[config.mk]
export PLATFORM = sky130hd
export DESIGN_NAME = pwm_audio_capture
export DESIGN_NICKNAME = d
export VERILOG_FILES = /design/src/rtl/pwm_audio_pkg.sv /design/src/rtl/pwm_edge_sync.sv /design/src/rtl/pwm_audio_capture.sv
export SDC_FILE = /design/constraint.sdc
export NUM_CORES = 1
export LEC_CHECK = 0
export ABC_AREA = 1
export ABC_CLOCK_PERIOD_IN_PS = 1800
export CAP_MARGIN = 20
export CORE_MARGIN = 4
export CORE_UTILIZATION = 50
export CTS_CLUSTER_SIZE = 24
export DETAILED_ROUTE_END_ITERATION = 8
export PLACE_DENSITY = 0.84
export SLEW_MARGIN = 20
export SYNTH_ARGS = -nofsm -noshare
export SYNTH_HDL_FRONTEND = slang
export SYNTH_SLANG_ARGS = --single-unit
[constraint.sdc]
create_clock -name clk -period 1.8 [get_ports clk]
set_input_delay 0.27 -clock clk [delete_from_list [all_inputs] [get_ports clk]]
set_output_delay 0.27 -clock clk [all_outputs]
set_load 0.05 [all_outputs]
[src/rtl/pwm_audio_pkg.sv]
// pwm_audio_pkg: constants and capture-FSM state encoding shared by the
// audio PWM player and the PWM capture receiver.
// Contents: PWM_PERIOD, PWM_SAMPLE_W, PWM_LOCK_CNT, cap_state_e.
// Optional feature macro used by the capture path: PWM_GLITCH_FILTER_EN.

package pwm_audio_pkg;

  // Clocks per PWM frame; the player's PWM counter wraps at this value.
  localparam int PWM_PERIOD   = 256;
  // Sample width carried over the PWM link.
  localparam int PWM_SAMPLE_W = 8;
  // Consecutive phase-0 rising edges needed before the receiver trusts its frame boundary.
  localparam int PWM_LOCK_CNT = 2;

  // Capture FSM states. Encoding is fixed so the values can be mirrored as
  // plain 2-bit constants in code that predates the enum.
  typedef enum logic [1:0] {
    CAP_HUNT   = 2'd0,
    CAP_ALIGN  = 2'd1,
    CAP_LOCKED = 2'd2
  } cap_state_e;

endpackage

[src/rtl/pwm_edge_sync.sv]
// pwm_edge_sync: resynchronises the PWM line and flags its rising edges.
// Latency: 2 clocks to level/rise (3 with PWM_GLITCH_FILTER_EN); level and rise stay aligned.
// Backpressure: none; free-running, one level/rise decision every clock.
//
// Ports:
//   clk    in  system clock
//   reset  in  synchronous, active-high
//   din    in  asynchronous PWM line
//   level  out resynchronised (optionally filtered) line level
//   rise   out 1 in the first cycle that level is high after being low
// Configuration: define PWM_GLITCH_FILTER_EN to insert a 3-tap majority vote
// after the synchroniser, which swallows isolated 1-clock pulses of either polarity.

module pwm_edge_sync (
  input  logic clk,
  input  logic reset,
  input  logic din,
  output logic level,
  output logic rise
);

  logic meta_q, meta_d;
  logic sync_q, sync_d;
  logic prev_q, prev_d;

`ifdef PWM_GLITCH_FILTER_EN
  logic hist1_q, hist1_d;
  logic hist2_q, hist2_d;

  // Majority of the current synchronised sample and the two before it. A run
  // of two or more passes through delayed by one clock; a lone sample cannot win.
  always_comb begin
    hist1_d = sync_q;
    hist2_d = hist1_q;
    level   = (sync_q & hist1_q) | (sync_q & hist2_q) | (hist1_q & hist2_q);
  end

  always_ff @(posedge clk) begin
    if (reset) begin
      hist1_q <= 1'b0;
      hist2_q <= 1'b0;
    end else begin
      hist1_q <= hist1_d;
      hist2_q <= hist2_d;
    end
  end
`else
  always_comb begin
    level = sync_q;
  end
`endif

  always_comb begin
    meta_d = din;
    sync_d = meta_q;
    prev_d = level;
    rise   = level & ~prev_q;
  end

  always_ff @(posedge clk) begin
    if (reset) begin
      meta_q <= 1'b0;
      sync_q <= 1'b0;
      prev_q <= 1'b0;
    end else begin
      meta_q <= meta_d;
      sync_q <= sync_d;
      prev_q <= prev_d;
    end
  end

endmodule

[src/rtl/pwm_audio_capture.sv]
// pwm_audio_capture: recovers one SAMPLE_W-bit sample per PWM frame from the audio player's PWM line.
// Latency: sample_valid 3 clocks after the frame's last pwm_in cycle (4 with PWM_GLITCH_FILTER_EN).
// Backpressure: none; sample_valid is a 1-clock pulse that must be taken when offered.
//
// Ports:
//   clk           in   system clock
//   reset         in   synchronous, active-high
//   pwm_in        in   asynchronous PWM line from the player
//   sample_out    out  high-clock count of the last frame, saturated to SAMPLE_W bits; held between pulses
//   sample_valid  out  1-clock pulse, sample_out valid in the same cycle
//   locked        out  frame alignment established
//   resync_err    out  1-clock pulse: rising edge away from phase 0 while locked
//   sample_count  out  samples emitted since reset, wraps at 2**32 (already includes a sample shown with valid)
// Configuration: PWM_GLITCH_FILTER_EN enables the majority filter in pwm_edge_sync.

module pwm_audio_capture #(
  parameter int PERIOD   = pwm_audio_pkg::PWM_PERIOD,
  parameter int SAMPLE_W = pwm_audio_pkg::PWM_SAMPLE_W,
  parameter int LOCK_CNT = pwm_audio_pkg::PWM_LOCK_CNT
) (
  input  logic                clk,
  input  logic                reset,
  input  logic                pwm_in,
  output logic [SAMPLE_W-1:0] sample_out,
  output logic                sample_valid,
  output logic                locked,
  output logic                resync_err,
  output logic [31:0]         sample_count
);

  import pwm_audio_pkg::*;

  localparam int PH_W = (PERIOD > 1) ? $clog2(PERIOD) : 1;
  localparam int HC_W = $clog2(PERIOD + 1);
  localparam int GC_W = $clog2(LOCK_CNT + 1);

  localparam logic [PH_W-1:0] PH_LAST    = PH_W'(PERIOD - 1);
  localparam logic [63:0]     MAX_SAMPLE = (64'd1 << SAMPLE_W) - 64'd1;

  localparam logic [1:0] ST_HUNT   = CAP_HUNT;
  localparam logic [1:0] ST_ALIGN  = CAP_ALIGN;
  localparam logic [1:0] ST_LOCKED = CAP_LOCKED;

  // A frame may hold PERIOD high clocks, which does not fit in SAMPLE_W bits
  // when PERIOD == 2**SAMPLE_W; clamp rather than wrap to zero.
  function automatic logic [SAMPLE_W-1:0] sat_sample(input logic [HC_W-1:0] h);
    if (64'(h) > MAX_SAMPLE) begin
      sat_sample = '1;
    end else begin
      sat_sample = SAMPLE_W'(h);
    end
  endfunction

  logic level;
  logic rise;

  pwm_edge_sync u_edge_sync (
    .clk   (clk),
    .reset (reset),
    .din   (pwm_in),
    .level (level),
    .rise  (rise)
  );

  logic [1:0]          state_q,  state_d;
  logic [PH_W-1:0]     phase_q,  phase_d;
  logic [HC_W-1:0]     hcnt_q,   hcnt_d;
  logic [GC_W-1:0]     good_q,   good_d;
  logic [SAMPLE_W-1:0] sample_q, sample_d;
  logic                valid_q,  valid_d;
  logic                locked_q, locked_d;
  logic                resync_q, resync_d;
  logic [31:0]         count_q,  count_d;

  logic                frame_end;
  logic [HC_W-1:0]     hcnt_total;

  always_comb begin
    state_d  = state_q;
    phase_d  = phase_q;
    hcnt_d   = hcnt_q;
    good_d   = good_q;
    sample_d = sample_q;
    valid_d  = 1'b0;
    resync_d = 1'b0;
    count_d  = count_q;

    // hcnt_q holds the high clocks of phases 0..phase_q-1; hcnt_total adds the current cycle.
    frame_end  = (phase_q == PH_LAST);
    hcnt_total = hcnt_q + HC_W'(level);

    case (state_q)
      ST_HUNT: begin
        // The rising cycle itself is phase 0 of the first frame and counts as high.
        if (rise) begin
          state_d = ST_ALIGN;
          phase_d = PH_W'(1);
          hcnt_d  = HC_W'(1);
          good_d  = '0;
        end
      end

      ST_ALIGN, ST_LOCKED: begin
        phase_d = frame_end ? '0 : phase_q + PH_W'(1);
        hcnt_d  = frame_end ? '0 : hcnt_total;

        // Emission is decided by the state at the last phase, so the frame whose
        // opening edge completed the lock is already reported.
        if (frame_end && (state_q == ST_LOCKED)) begin
          sample_d = sat_sample(hcnt_total);
          valid_d  = 1'b1;
          count_d  = count_q + 32'd1;
        end

        if (rise && (phase_q != '0)) begin
          // Edge off the expected boundary: the running frame is not trustworthy.
          // A frame ending in this very cycle was already emitted above.
          resync_d = (state_q == ST_LOCKED);
          state_d  = ST_ALIGN;
          phase_d  = PH_W'(1);
          hcnt_d   = HC_W'(1);
          good_d   = '0;
        end else if (rise && (state_q == ST_ALIGN)) begin
          // Edge exactly on the boundary confirms the alignment once more.
          good_d = good_q + GC_W'(1);
          if (good_q == GC_W'(LOCK_CNT - 1)) begin
            state_d = ST_LOCKED;
          end
        end
        // Frames without any rise (all-low or all-high) keep the boundary from the phase counter.
      end

      default: begin
        state_d = ST_HUNT;
        phase_d = '0;
        hcnt_d  = '0;
        good_d  = '0;
      end
    endcase

    locked_d = (state_d == ST_LOCKED);
  end

  always_ff @(posedge clk) begin
    if (reset) begin
      state_q  <= ST_HUNT;
      phase_q  <= '0;
      hcnt_q   <= '0;
      good_q   <= '0;
      sample_q <= '0;
      valid_q  <= 1'b0;
      locked_q <= 1'b0;
      resync_q <= 1'b0;
      count_q  <= '0;
    end else begin
      state_q  <= state_d;
      phase_q  <= phase_d;
      hcnt_q   <= hcnt_d;
      good_q   <= good_d;
      sample_q <= sample_d;
      valid_q  <= valid_d;
      locked_q <= locked_d;
      resync_q <= resync_d;
      count_q  <= count_d;
    end
  end

  assign sample_out   = sample_q;
  assign sample_valid = valid_q;
  assign locked       = locked_q;
  assign resync_err   = resync_q;
  assign sample_count = count_q;

endmodule
After elaboration in Yosys (flattened, before gate mapping)
Cells that the tools add are included.

Word-level logic and storage cells: 57. Output and inout port bits: 43. Flip-flop bits (word level): 67. Input bits: 3.

Equality and inequality tests: 7. Multiplexer cells: 19. Bitwise operators: 4. $add $sub $neg: 4. Reduce and logical (&&, ||, !) cells: 10. Magnitude comparators: 1.

Operators with widths (count): $add 32x1->32 const B (1); $mux 8 (4); $mux 9 (3); $pmux 9 s2 (1); $pmux 8 s2 (1); $mux 2 (7); $add 9x1->9 (1); $gt 9x8->1 const B (1); $add 8x1->8 const B (1); $eq 8x8->1 const B (1); $pmux 2 s2 (2); $reduce_bool 8->1 (1); $eq 2x1->1 const B (2); $eq 2x2->1 const B (2); $reduce_and 2->1 (2); $reduce_or 2->1 (2); $logic_and 1x1->1 (3); $ne 3x3->1 const B (1); $not 1->1 (3); $reduce_or 3->1 (1); $add 2x1->2 const B (1); $logic_not 2->1 (1); $ne 2x2->1 const B (1); $and 1x1->1 (1); $mux 1 (1).

Depth between registers and ports, before layout
Gate-level depths: netlist of the first run.

Word-level depth: 7. Mapped depth: 12.

Cells and area by module
Synthesis of the first run repeated with hierarchy kept, for this count alone.

Cell total of the unflattened synthesis: 536. Area total of the unflattened synthesis: 3637.2 um^2.

By module, submodules not included: pwm_audio_capture (instances 1, area each 3550.9 um^2, cells each 526, sequential area each 1281.2 um^2); pwm_edge_sync (instances 1, area each 86.3 um^2, cells each 10, sequential area each 60.1 um^2).

Worst setup path after synthesis of the first run
Ideal clock, no wire load.

Kind: register to register. From: register state_q[0]. To: register sample_q[3], in the netlist sample_out[3]. Path buffers: 1. Data arrival time: 1.667 ns. Slack: 0.000 ns. Cell stages (with the launch flop): 10. Path through: dfxtp_1 > inv_1 > ha_1 > nand2_1 > inv_1 > nand3_4 > clkinv_1 > buf_4 > o21ai_0 > a21oi_1.

Word-level cells in the longest chain between the ends: 3. Elaborated cells between the ends (all ways): 5.

Ends and longest elaborated chain: start, declared (RTL line pwm_audio_capture.sv:65) `logic [1:0] state_q, state_d;`; start signal, assigned (RTL line pwm_audio_capture.sv:156) `state_q <= state_d;`; $eq 2x2->1 or $eq 2x1->1 (tied branches) (RTL line pwm_audio_capture.sv:92, pwm_audio_capture.sv:109); $reduce_or 2->1 or $logic_and 1x1->1 (tied branches) (RTL line pwm_audio_capture.sv:92, pwm_audio_capture.sv:109); $reduce_and 2->1 (no line) (*); end signal, assigned (RTL line pwm_audio_capture.sv:160) `sample_q <= sample_d;`; end, declared (RTL line pwm_audio_capture.sv:69) `logic [SAMPLE_W-1:0] sample_q, sample_d;`.

Mark *: on every way between the ends. The rest lies on a longest branch, timed or not. A chain may end at the register's enable or synchronous reset.

Worst setup path after layout of the first run
From: register sample_q[2], in the netlist sample_out[2]. To: output port sample_out[2].

RTL lines: end, declared (RTL line pwm_audio_capture.sv:24) `output logic [SAMPLE_W-1:0] sample_out,`.

No word-level cell between the ends.

==> flow_summary.json, run 1 <==
{
  "numCtsBuffers": 9,
  "dieHeight_um": 92.1,
  "diodes": 0,
  "min_from": "u_edge_sync.meta_q",
  "cpPeakStageDelay_ns": 0.80,
  "wirelength_mm": 9.06,
  "port_buffers": 45,
  "clkLatencyLatePin_ns": 0.35,
  "grt_util_met3": 0.0517,
  "reg2reg_from": "u_edge_sync.level",
  "drt_iter0_markers": 175,
  "drc": 0,
  "period_minus_slack_ns": 1.75,
  "synthesis.instances": 545,
  "yosys.cell_count.top_type": "nand2_1",
  "critPathKind": "register to output port",
  "gr-usage-met2": 0.387,
  "setup_viol": 0,
  "grt_pass1_wl_mm": 14.9,
  "synth_warnings": 0,
  "wl_per_cell_um": 12.7,
  "cp_slowest_cell": "clkdlybuf4s50_1",
  "gp_congestion": 0.922,
  "powerDensity_mw_per_mm2": 631,
  "status": "completed",
  "drv_cap": 0,
  "slew_viol_final": 0,
  "critPathBufInv": 1,
  "hold_path.class": "register to register",
  "hold_path_depth": 2,
  "synth_area_per_cell_um2": 6.49,
  "via_count": 3704,
  "synth-async-reset-ratio": 0,
  "final_util": 0.653,
  "met1_usage": 0.238,
  "startpoint_type": "register",
  "cts_tree": "yes",
  "grtUsageTotal": 0.215,
  "post_synth_num_cell_types": 31,
  "fillers": 609,
  "cp.arrival_ns": 1.48,
  "synth_ff_type": "dfxtp_1",
  "htree_levels": 3,
  "register_area_mm2": 0.00135,
  "r2r_end": "sample_out[5]",
  "grt.busiest_layer": "met2",
  "yosys-top-cells-count": "156 x nand2_1, 87 x nor2_1, 70 x inv_1, 67 x dfxtp_1, 38 x a21oi_1",
  "clock_power_share": 0.414,
  "seq_area_frac_synth": 0.379,
  "synth_top_area_share": 0.379,
  "ir_worst_vdd_v": 0.000484,
  "final-hold-violation-count": 0,
  "p_leak_nw": 1.92,
  "cp_max_fo": 2,
  "initial_core_util": 0.518,
  "cts.path.max_buffers": 2,
  "nNetsFinal": 630,
  "end_kind": "output port",
  "fin_crit_sh": 0.970,
  "power_frac_seq": 0.532,
  "maxSlewHeadroom": 0.660,
  "path_clk_slew_ns": 0.07,
  "p_comb_frac": 0.054,
  "switchingPower_uw": 668,
  "dr.pass1.iters": 5,
  "grt_max_degree": 34,
  "rows": 30,
  "swShare": 0.237,
  "vias_per_cell": 5.17,
  "die-area_mm2": 0.00849,
  "drive_above_1_share": 0.163,
  "synth-edff-count": 0,
  "multiInputGateArea_mm2": 0.00196,
  "p_int_mw": 2.15,
  "cts.sinks": 67,
  "worst-r2r-setup-slack_ns": 0.11,
  "synth_nets": 559,
  "area_delta_synth_final_pct": 26.0,
  "root_buffer": "clkbuf_8",
  "grt.overflow.total": 0,
  "grt_pass1_vias": 3470,
  "ys_ff_latch": 67,
  "synthTopCellsByArea": "dfxtp_1 38%, nand2_1 17%, nor2_1 9.2%",
  "r2r.worst_path.cells": 10,
  "core_mm2": 0.00683,
  "crit_chain": "clkdlybuf4s50_1",
  "required_ns": 1.53,
  "crit_family": "buffers and inverters",
  "timing.fmax_mhz": 573,
  "clock_skew_ns": 0.00731,
  "final_antenna_net_count": 0,
  "total_power_mw": 2.81,
  "place_hpwl_mm": 6.33,
  "grt_antenna_before_repair": 0,
  "yosysTopAreaCell": "dfxtp_1",
  "die_w_um": 92.1,
  "worstMarginPinSlew_ns": 0.509,
  "whs_endpoint": "u_edge_sync.level",
  "syn_area_mm2": 0.00354,
  "io_pins": 46
}
==> through the flow <==
stage	hold WS [ns]	setup WS (ns)	setup TNS, ns	cell area [um2]	cells
final	0.401	0.0541	0	4460	716
after global routing	0.421	-0.0129	-0.0425	4460	716
after CTS	0.405	0.00530	0	4320	709
after detailed placement	0.395	-0.00751	-0.00751	4130	694
after global placement	0.390	0.0854	0	4130	694
after floorplan	0.377	-0.000264	-0.000529	3540	545
==> state kept, by name, summed over array words and instances (netlist names) <==
| name | flops |
|---|---|
| hcnt_q | 9 |
| good_q | 2 |
| sample_out | 8 |
| u_edge_sync.meta_q | 1 |
| sample_valid | 1 |
| state_q | 2 |
| phase_q | 8 |
| resync_err | 1 |
| u_edge_sync.prev_q | 1 |
| u_edge_sync.level | 1 |
| sample_count | 32 |
| locked | 1 |
==> worst max-delay path by stage <==
stage,startpoint,to,cells past startpoint
6_report,sample_out[2],sample_out[2],1
5_1_grt,u_edge_sync.level,phase_q[7],8
4_1_cts,state_q[1],sample_count[7],9
3_5_place_dp,state_q[1],sample_count[25],9
3_3_place_gp,state_q[1],sample_count[25],9
2_1_floorplan,state_q[0],sample_out[3],9
==> layout make-up <==
type,instances,share of cell area
Multi-Input combinational cell,397,0.440
Sequential cell,67,0.302
Timing Repair Buffer,70,0.131
Inverter,71,0.0603
Clock buffer,13,0.0379
Tap cell,96,0.0269
Clock inverter,2,0.00224
==> cells in the final DEF, fill, tap and decap left out, types with 2 or more instances in the layout <==
cell and count:
a21oi_1 38, a31oi_1 5, buf_4 54, clkbuf_8 12, clkdlybuf4s50_1 8, clkinv_2 2, dfxtp_1 63, dfxtp_2 4
dlymetal6s2s_1 7, ha_1 8, ha_2 2, inv_1 66, inv_2 3, nand2_1 153, nand2_2 4, nand3_1 25
nand3_2 2, nand3_4 2, nand4_1 17, nor2_1 83, nor2_2 5, nor2_4 4, nor3_1 7, o21ai_0 23
xor2_1 6
==> layer usage <==
metal | routed length [um] | part of all wire
met1 | 3710 | 0.41
met4 | 226 | 0.025
met3 | 517 | 0.057
met2 | 4610 | 0.51
met5 | 0 | 0
==> repair_timing <==
item	CTS	global route
endpoints found under the hold margin	0	0
setup buffers	0	6
gates cloned	0	1
endpoints found under the setup margin	1	45
pin swaps	0	4
hold buffers	0	0
resized for setup	1	32
==> power groups by stage <==
| stage | logic (mW) | clock network (mW) | registers, mW |
|---|---|---|---|
| 2_1_floorplan | 0.0917 | 0 | 1.53 |
| 3_3_place_gp | 0.141 | 0 | 1.53 |
| 3_5_place_dp | 0.145 | 0 | 1.53 |
| 4_1_cts | 0.146 | 1.19 | 1.50 |
| 5_1_grt | 0.169 | 1.26 | 1.50 |
| 6_report | 0.153 | 1.16 | 1.50 |
==> cells by family after synthesis <==
logic type	after synthesis	share of synthesized area
AOI/OAI and AO/OA	72	0.108
xor gates and xnor gates	7	0.0173
adders and majority gates	11	0.0389
buffers and inverters	82	0.0884
DFF	67	0.379
and+or+nand+nor	306	0.369
Note: power is estimated with default switching activity, not from simulation.
==> run 2: changes to the inputs <==
--- a/config.mk
+++ b/config.mk
@@ -13,6 +13,7 @@
 export CTS_CLUSTER_SIZE = 24
 export DETAILED_ROUTE_END_ITERATION = 8
 export PLACE_DENSITY = 0.84
+export SKIP_LAST_GASP = 1
 export SLEW_MARGIN = 20
 export SYNTH_ARGS = -nofsm -noshare
 export SYNTH_HDL_FRONTEND = slang
==> constraint.sdc (replaced) <==
create_clock -name clk -period 1.8 [get_ports clk]
set_input_delay 0.54 -clock clk [delete_from_list [all_inputs] [get_ports clk]]
set_output_delay 0.54 -clock clk [all_outputs]
set_load 0.05 [all_outputs]
==> run 2 against run 1 <==
Compared with the run above:
- sequential power about the same
- worst setup slack better by 0.054 ns
- combinational power up 8%
- critical path type is now register to register
- first-iteration DRC count up 73%
- sequential share of layout area shrank 2.8 points
- non-clock buffer count grew 7
- cell area grew 10%
- clock power grew 34%
- register-to-register slack about the same
- critical path depth up 9
- core utilization is 6.6 points higher
- clock skew increased by 0.00054 ns
==> flow_summary.json, run 2 (synthesized netlist as in run 1, its figures left out) <==
{
  "place_hpwl_mm": 6.84,
  "ir_worst_vdd_v": 0.000547,
  "drv_cap": 0,
  "drive_above_1_share": 0.185,
  "met1_usage": 0.248,
  "grt_antenna_before_repair": 0,
  "via_count": 3837,
  "startpoint_type": "register",
  "fin_crit_sh": 0.940,
  "final-hold-violation-count": 0,
  "required_ns": 2.07,
  "htree_levels": 3,
  "layout_commonest_cell": "nand2_1",
  "grt.busiest_layer": "met2",
  "cp.arrival_ns": 1.96,
  "p_leak_nw": 1.97,
  "powerDensity_mw_per_mm2": 654,
  "drt_iter0_markers": 303,
  "reg2reg_from": "phase_q[0]",
  "root_buffer": "clkbuf_8",
  "grtUsageTotal": 0.233,
  "largest_reg_flops": 32,
  "area_delta_synth_final_pct": 38.8,
  "cts.path.max_buffers": 2,
  "r2r.worst_path.cells": 10,
  "grt_pass1_vias": 3668,
  "die_w_um": 92.1,
  "drc": 0,
  "die-area_mm2": 0.00849,
  "fin_area_mm2": 0.00491,
  "diodes": 0,
  "clock_skew_ns": 0.00785,
  "core_mm2": 0.00683,
  "numCtsBuffers": 9,
  "nNetsFinal": 637,
  "period_minus_slack_ns": 1.69,
  "hold_path.class": "register to register",
  "grt_max_degree": 34,
  "min_from": "u_edge_sync.meta_q",
  "cts_tree": "yes",
  "worst-r2r-setup-slack_ns": 0.11,
  "wl_per_cell_um": 13.3,
  "maxSlewHeadroom": 0.737,
  "io_pins": 46,
  "setup_tns_ns": 0,
  "wirelength_mm": 9.64,
  "vias_per_cell": 5.30,
  "gr-usage-met2": 0.428,
  "path_clk_slew_ns": 0.07,
  "dieHeight_um": 92.1,
  "holdWs_ns": 0.428,
  "setup_viol": 0,
  "whs_endpoint": "u_edge_sync.level",
  "mostFrequentLayoutCells": "154 x nand2_1, 82 x nor2_1, 68 x inv_1, 63 x dfxtp_1, 42 x buf_4",
  "grt_util_met3": 0.0500,
  "grt.overflow.total": 0,
  "slew_viol_final": 0,
  "timing.fmax_mhz": 591,
  "cts.sinks": 67,
  "final_antenna_net_count": 0,
  "critPathKind": "register to register",
  "port_buffers": 45,
  "clkLatencyLatePin_ns": 0.36,
  "end_kind": "register",
  "dr.pass1.iters": 5,
  "rows": 30,
  "grt_pass1_wl_mm": 16.0,
  "placed_area_mm2": 0.00458,
  "worstMarginPinSlew_ns": 0.392,
  "initial_core_util": 0.518,
  "gp_congestion": 0.878,
  "hold_buffers": 0,
  "cp_max_fo": 10,
  "fillers": 545,
  "r2r_end": "phase_q[1]",
  "status": "completed",
  "hold_path_depth": 2
}
run 2: cell types whose count changed in the layout (fill, tap and decap cells not counted), sizes merged:
cell / delta
clkdlybuf4s50: -6
buf: +20
clkinvlp: +1
dlymetal6s2s: -7
clkbuf: -1
bufinv: +3
clkinv: -2
run 2: final cells by class:
class                   instances  area (um2)  share of cell area
inverters                      71         267              0.0543
multi-input cells             397        1940               0.395
clock buffers                  12         145              0.0295
clock inverters                 4        97.6              0.0199
repair buffers                 77         996               0.203
well taps                      96         120              0.0245
flip-flops and latches         67        1350               0.274
run 2: report_power, final:
group	total, mW	switching, mW	internal (mW)
Combinational	0.166	0.106	0.0595
Sequential	1.50	0.00717	1.49
Clock	1.55	0.590	0.959
Total	3.21	0.703	2.51
run 2: timing repair:
action / CTS / global route
setup buffers: 2 / 2
gates cloned: 1 / 0
pin swaps: 1 / 6
endpoints found under the setup margin: 11 / 35
resized for setup: 3 / 19
run 2: per-layer routing:
metal / wire length (um) / vias up
met5: 0 / -
met4: 245 / 0
met3: 555 / 21
met2: 5090 / 143
met1: 3740 / 1781
li1: - / 1892
run 2: critical path, cell delays in order (launching register included):
cell,delay (ns)
dfxtp_2,0.33
buf_4,0.14
inv_1,0.05
ha_1,0.17
nand2_1,0.09
nor2_1,0.11
nor2_1,0.07
nor2_1,0.12
buf_4,0.21
nand4_1,0.13
a21oi_1,0.18
run 2: how the worst max path moves through the flow:
stage | from | endpoint | slack [ns] | cells after the start
after CTS | state_q[1] | sample_count[15] | 0.01 | 10
after global routing | phase_q[1] | sample_count[21] | -0.0009 | 11
after floorplan | state_q[0] | sample_out[3] | -0.0003 | 9
final | phase_q[0] | phase_q[1] | 0.11 | 10
after detailed placement | state_q[1] | sample_count[15] | -0.07 | 10
after global placement | state_q[1] | sample_count[25] | 0.11 | 9
run 2: metrics by stage:
stage	utilization	total power, mW	worst slack (ns)	std cells
floorplan	-	1.62	-0.000264	545
global placement	0.670	1.67	0.105	703
detailed placement	0.670	1.68	-0.0651	703
CTS	0.710	3.21	0.0109	722
global route	0.719	3.32	-0.000853	724
finish	0.719	3.21	0.108	724
